### src/rtl/pipe_hazard_ctrl_if.sv
// -----------------------------------------------------------------------------
// pipe_hazard_ctrl_if
// Bundle of signals between the pipeline datapath/decoder and the stall/flush
// controller.
//   master : pipeline side. Drives hazard information and reads back the
//            per-register enables and bubble requests.
//   slave  : controller side (pipe_hazard_ctrl).
// Hazard inputs : id_valid, id_rs1, id_rs2, id_uses_rs2, ex_memread, ex_rd,
//                 ex_is_mul, mem_branch_taken, ext_stall
// Control out   : en_pc, en_if_id, en_id_ex, en_ex_mem, en_mem_wb,
//                 flush_if_id, flush_id_ex, flush_ex_mem, mul_busy,
//                 stall_cycles[CNT_W-1:0]
// -----------------------------------------------------------------------------
interface pipe_hazard_ctrl_if #(
    parameter int CNT_W = 32
);
    logic             id_valid;
    logic [4:0]       id_rs1;
    logic [4:0]       id_rs2;
    logic             id_uses_rs2;
    logic             ex_memread;
    logic [4:0]       ex_rd;
    logic             ex_is_mul;
    logic             mem_branch_taken;
    logic             ext_stall;

    logic             en_pc;
    logic             en_if_id;
    logic             en_id_ex;
    logic             en_ex_mem;
    logic             en_mem_wb;
    logic             flush_if_id;
    logic             flush_id_ex;
    logic             flush_ex_mem;
    logic             mul_busy;
    logic [CNT_W-1:0] stall_cycles;

    modport master (
        output id_valid, id_rs1, id_rs2, id_uses_rs2, ex_memread, ex_rd,
               ex_is_mul, mem_branch_taken, ext_stall,
        input  en_pc, en_if_id, en_id_ex, en_ex_mem, en_mem_wb,
               flush_if_id, flush_id_ex, flush_ex_mem, mul_busy, stall_cycles
    );

    modport slave (
        input  id_valid, id_rs1, id_rs2, id_uses_rs2, ex_memread, ex_rd,
               ex_is_mul, mem_branch_taken, ext_stall,
        output en_pc, en_if_id, en_id_ex, en_ex_mem, en_mem_wb,
               flush_if_id, flush_id_ex, flush_ex_mem, mul_busy, stall_cycles
    );
endinterface

### src/rtl/pipe_hazard_ctrl.sv
// -----------------------------------------------------------------------------
// pipe_hazard_ctrl
// Stall/flush controller for a five-stage pipeline. Produces the enable and
// bubble (flush) controls of the PC, IF/ID, ID/EX, EX/MEM and MEM/WB registers.
// Handles load-use stalls, taken-branch squashing and a multi-cycle multiply
// held in EX for MUL_LAT cycles.
// Parameters : MUL_LAT (1..16, 1 = no multiply stall), CNT_W (perf counter)
// Ports      : clk     - rising-edge clock
//              arst_n  - active-low reset, sampled on rising clk
//              hz      - pipe_hazard_ctrl_if.slave (hazard in / control out)
// -----------------------------------------------------------------------------
module pipe_hazard_ctrl #(
    parameter int MUL_LAT = 2,
    parameter int CNT_W   = 32
) (
    input  logic               clk,
    input  logic               arst_n,
    pipe_hazard_ctrl_if.slave  hz
);
    localparam int            CW          = (MUL_LAT > 2) ? $clog2(MUL_LAT) : 1;
    // The detect cycle and the release cycle are not counted by cnt, so a
    // multiply occupying EX for MUL_LAT cycles starts the wait at MUL_LAT-2.
    localparam logic [CW-1:0] CNT_START   = CW'((MUL_LAT > 1) ? MUL_LAT - 2 : 0);
    localparam bit            MUL_STALLS  = (MUL_LAT > 1);

    typedef enum logic {
        RUN,
        MUL_WAIT
    } state_t;

    // What the controller does this cycle, resolved once in strict priority.
    typedef enum logic [2:0] {
        ACT_RESET,
        ACT_FREEZE,
        ACT_FLUSH,
        ACT_MUL_START,
        ACT_MUL_HOLD,
        ACT_MUL_RELEASE,
        ACT_LOAD_USE,
        ACT_RUN
    } action_t;

    state_t           state_q;
    logic [CW-1:0]    cnt_q;
    logic [CNT_W-1:0] stall_q;

    action_t          act;
    logic             lu;
    logic [4:0]       en_v;     // {pc, if_id, id_ex, ex_mem, mem_wb}
    logic [2:0]       flush_v;  // {if_id, id_ex, ex_mem}

    assign lu = hz.ex_memread && (hz.ex_rd != 5'd0) && hz.id_valid &&
                ((hz.ex_rd == hz.id_rs1) ||
                 (hz.id_uses_rs2 && (hz.ex_rd == hz.id_rs2)));

    always_comb begin
        // NOTE: every output gets a default before the priority chain, so no
        // path through this block can infer a latch.
        act     = ACT_RUN;
        en_v    = 5'b11111;
        flush_v = 3'b000;

        if (!arst_n)                                            act = ACT_RESET;
        else if (hz.ext_stall)                                  act = ACT_FREEZE;
        else if (hz.mem_branch_taken)                           act = ACT_FLUSH;
        else if (state_q == RUN && hz.ex_is_mul && MUL_STALLS)  act = ACT_MUL_START;
        else if (state_q == MUL_WAIT && cnt_q != '0)            act = ACT_MUL_HOLD;
        else if (state_q == MUL_WAIT)                           act = ACT_MUL_RELEASE;
        else if (lu)                                            act = ACT_LOAD_USE;

        case (act)
            ACT_RESET, ACT_FREEZE: en_v = 5'b00000;
            ACT_FLUSH:             flush_v = 3'b111;
            // Front end and EX freeze; a bubble is pushed into EX/MEM so MEM
            // and WB keep draining older instructions.
            ACT_MUL_START, ACT_MUL_HOLD: begin
                en_v    = 5'b00011;
                flush_v = 3'b001;
            end
            // Load stays in EX->MEM; the consumer waits in ID behind a bubble.
            ACT_LOAD_USE: begin
                en_v    = 5'b00111;
                flush_v = 3'b010;
            end
            default: ;
        endcase
    end

    assign hz.en_pc        = en_v[4];
    assign hz.en_if_id     = en_v[3];
    assign hz.en_id_ex     = en_v[2];
    assign hz.en_ex_mem    = en_v[1];
    assign hz.en_mem_wb    = en_v[0];
    assign hz.flush_if_id  = flush_v[2];
    assign hz.flush_id_ex  = flush_v[1];
    assign hz.flush_ex_mem = flush_v[0];
    assign hz.mul_busy     = (state_q == MUL_WAIT);
    assign hz.stall_cycles = stall_q;

    // NOTE: all state uses non-blocking assignments; reset is synchronous,
    // so it is just the highest-priority action inside the clocked block.
    always_ff @(posedge clk) begin
        case (act)
            ACT_RESET: begin
                state_q <= RUN;
                cnt_q   <= '0;
                stall_q <= '0;
            end
            ACT_FREEZE: ;  // frozen cycles are neither advanced nor counted
            default: begin
                if (!en_v[4] && stall_q != '1) begin
                    stall_q <= stall_q + 1'b1;
                end
                case (act)
                    ACT_FLUSH:       state_q <= RUN;
                    ACT_MUL_START: begin
                        state_q <= MUL_WAIT;
                        cnt_q   <= CNT_START;
                    end
                    ACT_MUL_HOLD:    cnt_q   <= cnt_q - 1'b1;
                    ACT_MUL_RELEASE: state_q <= RUN;
                    default: ;
                endcase
            end
        endcase
    end
endmodule
### src/flat_wrapper.sv
// flat-port wrapper written by rule: the top's interface ports become plain ports
module pipe_hazard_ctrl_flat 
#(
    parameter int MUL_LAT = 2,
    parameter int CNT_W   = 32
)
  (clk, arst_n, hz_id_valid, hz_id_rs1, hz_id_rs2, hz_id_uses_rs2, hz_ex_memread, hz_ex_rd, hz_ex_is_mul, hz_mem_branch_taken, hz_ext_stall, hz_en_pc, hz_en_if_id, hz_en_id_ex, hz_en_ex_mem, hz_en_mem_wb, hz_flush_if_id, hz_flush_id_ex, hz_flush_ex_mem, hz_mul_busy, hz_stall_cycles);
  pipe_hazard_ctrl_if #(.CNT_W(CNT_W)) hz_i ();
  input  logic clk;
  input  logic arst_n;
  input wire logic [$bits(hz_i.id_valid)-1:0] hz_id_valid;
  input wire logic [$bits(hz_i.id_rs1)-1:0] hz_id_rs1;
  input wire logic [$bits(hz_i.id_rs2)-1:0] hz_id_rs2;
  input wire logic [$bits(hz_i.id_uses_rs2)-1:0] hz_id_uses_rs2;
  input wire logic [$bits(hz_i.ex_memread)-1:0] hz_ex_memread;
  input wire logic [$bits(hz_i.ex_rd)-1:0] hz_ex_rd;
  input wire logic [$bits(hz_i.ex_is_mul)-1:0] hz_ex_is_mul;
  input wire logic [$bits(hz_i.mem_branch_taken)-1:0] hz_mem_branch_taken;
  input wire logic [$bits(hz_i.ext_stall)-1:0] hz_ext_stall;
  output wire logic [$bits(hz_i.en_pc)-1:0] hz_en_pc;
  output wire logic [$bits(hz_i.en_if_id)-1:0] hz_en_if_id;
  output wire logic [$bits(hz_i.en_id_ex)-1:0] hz_en_id_ex;
  output wire logic [$bits(hz_i.en_ex_mem)-1:0] hz_en_ex_mem;
  output wire logic [$bits(hz_i.en_mem_wb)-1:0] hz_en_mem_wb;
  output wire logic [$bits(hz_i.flush_if_id)-1:0] hz_flush_if_id;
  output wire logic [$bits(hz_i.flush_id_ex)-1:0] hz_flush_id_ex;
  output wire logic [$bits(hz_i.flush_ex_mem)-1:0] hz_flush_ex_mem;
  output wire logic [$bits(hz_i.mul_busy)-1:0] hz_mul_busy;
  output wire logic [$bits(hz_i.stall_cycles)-1:0] hz_stall_cycles;
  assign hz_i.id_valid = hz_id_valid;
  assign hz_i.id_rs1 = hz_id_rs1;
  assign hz_i.id_rs2 = hz_id_rs2;
  assign hz_i.id_uses_rs2 = hz_id_uses_rs2;
  assign hz_i.ex_memread = hz_ex_memread;
  assign hz_i.ex_rd = hz_ex_rd;
  assign hz_i.ex_is_mul = hz_ex_is_mul;
  assign hz_i.mem_branch_taken = hz_mem_branch_taken;
  assign hz_i.ext_stall = hz_ext_stall;
  assign hz_en_pc = hz_i.en_pc;
  assign hz_en_if_id = hz_i.en_if_id;
  assign hz_en_id_ex = hz_i.en_id_ex;
  assign hz_en_ex_mem = hz_i.en_ex_mem;
  assign hz_en_mem_wb = hz_i.en_mem_wb;
  assign hz_flush_if_id = hz_i.flush_if_id;
  assign hz_flush_id_ex = hz_i.flush_id_ex;
  assign hz_flush_ex_mem = hz_i.flush_ex_mem;
  assign hz_mul_busy = hz_i.mul_busy;
  assign hz_stall_cycles = hz_i.stall_cycles;
  pipe_hazard_ctrl #(.MUL_LAT(MUL_LAT), .CNT_W(CNT_W)) u_core (.clk(clk), .arst_n(arst_n), .hz(hz_i));
endmodule
### config.mk
export PLATFORM = sky130hd
export DESIGN_NAME = pipe_hazard_ctrl_flat
export DESIGN_NICKNAME = d
export VERILOG_FILES = /design/src/rtl/pipe_hazard_ctrl_if.sv /design/src/rtl/pipe_hazard_ctrl.sv /design/src/flat_wrapper.sv
export SDC_FILE = /design/constraint.sdc
export NUM_CORES = 1
export LEC_CHECK = 0
export CAP_MARGIN = 20
export CORE_MARGIN = 2
export CORE_UTILIZATION = 50
export DETAILED_ROUTE_END_ITERATION = 16
export PLACE_DENSITY = 0.85
export SKIP_CTS_REPAIR_TIMING = 1
export SYNTH_ARGS = -nofsm -noshare
export SYNTH_HDL_FRONTEND = slang
export SYNTH_SLANG_ARGS = --single-unit
### constraint.sdc
create_clock -name clk -period 5.6 [get_ports clk]
set_clock_uncertainty 0.1 [all_clocks]
set_input_delay 1.12 -clock clk [delete_from_list [all_inputs] [get_ports clk]]
set_output_delay 1.12 -clock clk [all_outputs]
set_load 0.02 [all_outputs]
==> results of run 1 <==
## kinds of logic after synthesis
logic type                 after synthesis  share of synthesized area, %
and+or+nand+nor                        100                          26.3
buffers and inverters                   12                          2.60
other                                    1                         0.182
DFF                                     34                          49.4
muxes                                    1                         0.485
adders and majority gates                1                         0.606
AOI/OAI and AO/OA                       17                          4.72
xor gates and xnor gates                37                          15.7
## cell type report
| cell class | count | area share (%) |
|---|---|---|
| Inverter | 5 | 0.665 |
| Clock buffer | 6 | 2.57 |
| Timing Repair Buffer | 65 | 22.9 |
| Clock inverter | 2 | 0.310 |
| Multi-Input combinational cell | 157 | 35.2 |
| Tap cell | 50 | 2.22 |
| Sequential cell | 34 | 36.2 |
## tightest hold or removal path: stages, from the launching register on
cell and delay (ns):
sky130_fd_sc_hd__edfxtp_1 0.37, sky130_fd_sc_hd__xor2_1 0.08, sky130_fd_sc_hd__nor2_1 0.08
## registers in the layout, indices dropped and copies added, names as in the netlist
register                cells
u_core.cnt_q                1
u_core.hz.mul_busy          1
u_core.hz.stall_cycles     32
## synth_stat cells, drive strengths merged
library cell   n  share of area, %
a31oi          2              0.61
ha             1              0.61
conb           1              0.18
nand3         14               3.6
nor4           1              0.61
xor2          20               8.5
or2            1              0.30
clkbuf         4              0.73
a211oi         1              0.36
nor2          40               7.4
nand2         13               2.4
and4           2              0.85
inv            4              0.73
nor3           7               3.0
and3           3              0.91
o22ai          1              0.30
o31ai          1              0.36
edfxtp        34                49
and2           3              0.91
clkinv         1              0.18
mux2i          1              0.48
xnor2         17               7.2
or3            3              0.91
a31o           1              0.42
a21oi          6               1.5
buf            3              0.97
nand2b         1              0.30
nand4         12               5.1
o21ai          5               1.2
## per-layer routing
layer | track usage, % | up-vias | wire (um) | part of all wire, %
met3 | 7.40 | 2 | 340 | 7.6
met4 | 7.00 | 0 | 34 | 0.76
met1 | 25.0 | 773 | 1860 | 42
met5 | 0 | - | 0 | 0
met2 | 34.7 | 64 | 2220 | 50
li1 | - | 843 | - | -
## final timing paths
| kind | slack [ns] | endpoint |
|---|---|---|
| hold reg to reg | 0.55 | u_core.hz.stall_cycles[24] |
| setup / recovery | 1.30 | hz_en_if_id |
| hold / removal | 0.55 | u_core.hz.stall_cycles[24] |
| setup reg to reg | 3.03 | u_core.hz.stall_cycles[28] |
## report_power, final
group	internal, mW	total [mW]	switching (mW)
combinational	0.0739	0.148	0.0737
sequential	0.307	0.334	0.0269
clock	0.0853	0.169	0.0836
==> impl_summary.log, run 1 <==
INFO  metric run_status = finished clean
INFO  metric final.fill_count = 313
INFO  metric clock_pin_slew_reported_for_the_worst_setup_and_hold_paths_after_clock_tree_synthesis = 0.06 ns
INFO  metric tightest_slew = 0.698 ns
INFO  metric report.final.slew_viol_count = 0
INFO  metric setup.worst_path.class = in -> out
INFO  metric min-delay-start = u_core.hz.stall_cycles[24]
INFO  metric min_period = 4.30 ns
INFO  metric power.density = between 200 and 250 nW/um2
INFO  metric postSynthRegisterBits = 34
INFO  metric io_buffer_count = between 60 and 70
INFO  metric critical-path-top-delay-family = buffers and inverters
INFO  metric wl_per_cell = 13.9 um
INFO  metric synth_area_per_cell = slightly above 10 um2
INFO  metric drtAntennaViolNets = 0
INFO  metric netlist_area = ~2100 um2
INFO  metric floorplan.die.height = 68.3 um
INFO  metric cp-start-kind = input pin
INFO  metric worst_path_largest_cell_delay = 0.64 ns
INFO  metric via_count = 1682
INFO  metric relSlewSlack = 53.4%
INFO  metric rows = 23
INFO  metric seq_area_frac_synth = 49.4%
INFO  metric starting_density_of_the_core = 51.6%
INFO  metric cell_total_after_placement = 311
INFO  metric setup_tns = 0 ns
INFO  metric die_width = 68.3 um
INFO  metric grt_usage = 20.8%
INFO  metric ys_warn_count = 0
INFO  metric cts.sinks = 34
INFO  metric cp_max_fo = 5
INFO  metric layout-area-overhead-vs-synth = 36.6%
INFO  metric most_common_cell_after_layout_fill_and_taps_aside = sky130_fd_sc_hd__clkdlybuf4s50_1
INFO  metric critical_path.most_common_cell = sky130_fd_sc_hd__clkdlybuf4s50_1
INFO  metric mappedNetlistNets = 227
INFO  metric clockBufferDepth = 2
INFO  metric io_pins = 64
INFO  metric syn_inst = around 200
INFO  metric clock_insertion_delay_worst_skew = 0.28 ns
INFO  metric layout.cells.most_common_list = sky130_fd_sc_hd__clkdlybuf4s50_1, sky130_fd_sc_hd__nor2_1, sky130_fd_sc_hd__edfxtp_1, sky130_fd_sc_hd__xor2_1, sky130_fd_sc_hd__xnor2_1
INFO  metric grt_first_pass_wirelength = ~7000 um
INFO  metric cpMaxStageDelayCell = sky130_fd_sc_hd__clkdlybuf4s50_1
INFO  metric dpl_worst_slack = 1.29 ns
INFO  metric max-vdd-ir-drop = 165 uV
INFO  metric critPathCaptureType = primary output
INFO  metric critical_path_required = 4.38 ns
INFO  metric timing.critical_path.depth = 6
INFO  metric max_clock_freq = 233 MHz
INFO  metric register_area = 1020 um2
INFO  metric grt_pass1_vias = roughly 1500
INFO  metric globalRoute.totalOverflow = 0
INFO  metric tritoncts = yes
INFO  metric cp.arrival = between 3 and 4 ns
INFO  metric timing.final.hold_violations = 0
INFO  metric stdcell_area = 2820 um2
INFO  metric fin_nets = between 200 and 300
INFO  metric maximum_number_of_pins_on_one_net_before_global_route_repair = 34
INFO  metric final_layout_size_suffix_gt1_share = under 10%
INFO  metric layoutNonFillerInstCount = 319
INFO  metric drt_iter0_markers = 120
INFO  metric timing.hold.worst_path_depth = 2
INFO  metric post_synth_num_cell_types = 36
INFO  metric timing.critical_path.from = arst_n
INFO  metric postLayoutCoreUtil = between 70% and 80%
INFO  metric worstReg2RegStart = u_core.hz.stall_cycles[0]
INFO  metric drc_errors = 0
INFO  metric vias_per_cell = 5.27
INFO  metric grt_setup_unrepaired = no
INFO  metric hp-class = reg -> reg
INFO  metric footprint_of_the_multi_input_gates = 993 um2
INFO  metric post-route-worst-setup-slack = 1.30 ns
INFO  metric floorplan.core_area = 4000 um2
INFO  metric cts_max_level = 2
INFO  metric cp.buffers_inverters = 3
INFO  metric dp.final_hpwl = 3310 um
INFO  metric dpl-instance-area = 2740 um2
INFO  metric reg2regPathDepth = 7
INFO  metric post-route-period-util = 76.8%
INFO  metric fin_hold_ws = 0.546 ns
INFO  metric grt_antenna_before_repair = 0
INFO  metric timing.critical_path.cells = clkdlybuf4s50_1 -> clkinv_1 -> nor2_1 -> o21ai_0 -> a31oi_1 -> clkdlybuf4s50_1
INFO  metric drt-total-wl = around 4400 um
INFO  metric die_area = around 4700 um2
INFO  metric maxCapViolCount = 0
INFO  metric finalWeightedCongestion = 0.795
INFO  metric clock-root-buffer = sky130_fd_sc_hd__clkbuf_8
INFO  metric numCtsBuffers = 5
INFO  metric setup-violations-final = 0
INFO  metric final_antenna_diode_count = 0
INFO  metric p_total = 0.651 mW
INFO  metric first_pass_iteration_count_of_the_detailed_router = 4
INFO  metric power.static_leakage = 0.976 nW
(Power assumes the default switching activity.)
==> run 2, diff against run 1 <==
CORE_UTILIZATION = 47   (was 50)
PLACE_DENSITY = 0.8   (was 0.85)
clock period = 4.5 ns   (was 5.6 ns; I/O delays follow)
==> impl_summary.log, run 2 (same netlist as run 1, synthesis figures left out) <==
INFO  metric finalWeightedCongestion = 0.775 (-2.6%)
INFO  metric setup_tns = 0 ns (unchanged)
INFO  metric grt_first_pass_wirelength = 7180 um (+2.4%)
INFO  metric drt_iter0_markers = 157 (+31%)
INFO  metric cp.arrival = 2.89 ns (-0.19 ns)
INFO  metric grt_setup_unrepaired = no
INFO  metric min_period = 3.89 ns
INFO  metric dp.final_hpwl = 3310 um (about the same)
INFO  metric clockBufferDepth = 2 (unchanged)
INFO  metric vias_per_cell = 5.32 (+0.95%)
INFO  metric number_of_flip_flops_under_the_largest_register_name = 32 (unchanged)
INFO  metric tritoncts = yes
INFO  metric power.static_leakage = 0.980 nW (+0.48%)
INFO  metric die_width = 70.3 um (+3.0%)
INFO  metric dpl_worst_slack = 0.651 ns (-0.642 ns)
INFO  metric maximum_number_of_pins_on_one_net_before_global_route_repair = 34 (unchanged)
INFO  metric grt_pass1_vias = 1613 (+7.2%)
INFO  metric final.fill_count = 362 (+16%)
INFO  metric starting_density_of_the_core = 48.1% (-3.5 points)
INFO  metric clock_insertion_delay_worst_skew = 0.29 ns (about the same)
INFO  metric final_layout_size_suffix_gt1_share = 7.04% (+0.35 points)
INFO  metric io_buffer_count = 63 (unchanged)
INFO  metric critPathCaptureType = primary output
INFO  metric tightest_slew = 0.591 ns (-0.108 ns)
INFO  metric drt-total-wl = 4530 um (+1.8%)
INFO  metric cp-start-kind = input pin
INFO  metric first_pass_iteration_count_of_the_detailed_router = 4 (unchanged)
INFO  metric clock-root-buffer = sky130_fd_sc_hd__clkbuf_8
INFO  metric io_pins = 64 (unchanged)
INFO  metric layout.cells.most_common_list = sky130_fd_sc_hd__clkdlybuf4s50_1, sky130_fd_sc_hd__nor2_1, sky130_fd_sc_hd__edfxtp_1, sky130_fd_sc_hd__xor2_1, sky130_fd_sc_hd__xnor2_1
INFO  metric setup-violations-final = 0 (unchanged)
INFO  metric via_count = 1714 (+1.9%)
INFO  metric fin_hold_ws = 0.547 ns (+0.00144 ns)
INFO  metric grt_antenna_before_repair = 0 (unchanged)
INFO  metric max_clock_freq = 257 MHz
INFO  metric post-route-worst-setup-slack = 0.609 ns (-0.693 ns)
INFO  metric max-vdd-ir-drop = 155 uV (-6.1%)
INFO  metric drc_errors = 0 (unchanged)
INFO  metric report.final.slew_viol_count = 0 (unchanged)
INFO  metric setup.worst_path.class = in -> out
INFO  metric most_common_cell_after_layout_fill_and_taps_aside = sky130_fd_sc_hd__clkdlybuf4s50_1
INFO  metric numCtsBuffers = 5 (unchanged)
INFO  metric layout-area-overhead-vs-synth = 37.1%
INFO  metric globalRoute.totalOverflow = 0 (unchanged)
INFO  metric critical_path_required = 3.50 ns (-0.88 ns)
INFO  metric final_antenna_diode_count = 0 (unchanged)
INFO  metric hp-class = reg -> reg
INFO  metric run_status = finished clean
INFO  metric dpl-instance-area = 2750 um2 (+0.37%)
INFO  metric drtAntennaViolNets = 0 (unchanged)
INFO  metric die_area = 4940 um2 (+6.0%)
INFO  metric cts_max_level = 2 (unchanged)
INFO  metric maxCapViolCount = 0 (unchanged)
INFO  metric grt_usage = 18.4% (-2.4 points)
INFO  metric cts.sinks = 34 (unchanged)
INFO  metric cp_max_fo = 5 (unchanged)
INFO  metric post-route-period-util = 86.5%
INFO  metric relSlewSlack = 60.4% (+7.0 points)
INFO  metric power.density = 288 nW/um2 (+25%)
INFO  metric floorplan.core_area = 4290 um2 (+7.4%)
INFO  metric timing.final.hold_violations = 0 (unchanged)
INFO  metric clock_pin_slew_reported_for_the_worst_setup_and_hold_paths_after_clock_tree_synthesis = 0.07 ns (about the same)
INFO  metric stdcell_area = 2830 um2 (+0.35%)
INFO  metric floorplan.die.height = 70.3 um (+3.0%)
INFO  metric fin_nets = 293 (+0.34%)
INFO  metric rows = 24 (+4.3%)
INFO  metric wl_per_cell = 14.1 um (+0.87%)
-- run 2: changes by cell type in the layout (fill, tap and decap cells not counted) --
cell and delta:
sky130_fd_sc_hd__buf_4 +1
-- run 2: worst max-delay path, stage by stage --
cell	delay [ns]
sky130_fd_sc_hd__clkdlybuf4s50_1	0.54
sky130_fd_sc_hd__clkinv_1	0.11
sky130_fd_sc_hd__nor2_1	0.30
sky130_fd_sc_hd__o21ai_0	0.18
sky130_fd_sc_hd__a31oi_1	0.22
sky130_fd_sc_hd__clkdlybuf4s50_1	0.64
-- run 2: final cells by class --
| type | instances | area, um2 | share of cell area [%] |
|---|---|---|---|
| Timing Repair Buffer | 66 | 653 | 23.1 |
| Sequential cell | 34 | 1020 | 36.0 |
| Clock inverter | 2 | 8.76 | 0.309 |
| Inverter | 5 | 18.8 | 0.663 |
| Tap cell | 52 | 65.1 | 2.30 |
| Multi-Input combinational cell | 157 | 993 | 35.1 |
| Clock buffer | 6 | 72.6 | 2.56 |
-- run 2: routing by layer --
metal  vias to the layer above  routed length [um]  part of all wire [%]  GRT usage [%]
met5                         -                   0                     0              0
met4                         0                  60                   1.3           7.69
met3                         6                 304                   6.7           4.47
met2                        74                2150                    47           29.5
met1                       788                2020                    45           23.8
li1                        846                   -                     -              -
-- run 2: path summary, 6_finish.rpt --
path	to	slack, ns	cells past startpoint	start
hold reg to reg	u_core.hz.stall_cycles[15]	0.55	2	u_core.hz.stall_cycles[15]
hold / removal	u_core.hz.stall_cycles[15]	0.55	2	u_core.hz.stall_cycles[15]
setup reg to reg	u_core.hz.stall_cycles[1]	2.17	7	u_core.hz.stall_cycles[0]
setup / recovery	hz_en_if_id	0.61	6	arst_n
-- run 2: stage by stage --
stage / power, mW / util (%) / instances
2_1_floorplan: 0.512 / - / 203
5_1_grt: 0.845 / 66.0 / 322
6_report: 0.815 / 66.0 / 322
3_3_place_gp: 0.603 / 64.1 / 314
3_5_place_dp: 0.608 / 64.1 / 314
4_1_cts: 0.820 / 66.0 / 322
-- run 2: power breakdown --
part,internal [mW],leakage (nW),switching [mW]
Clock,0.106,0.0426,0.108
Sequential,0.382,0.353,0.0342
Combinational,0.0928,0.585,0.0917
Total,0.581,0.980,0.234
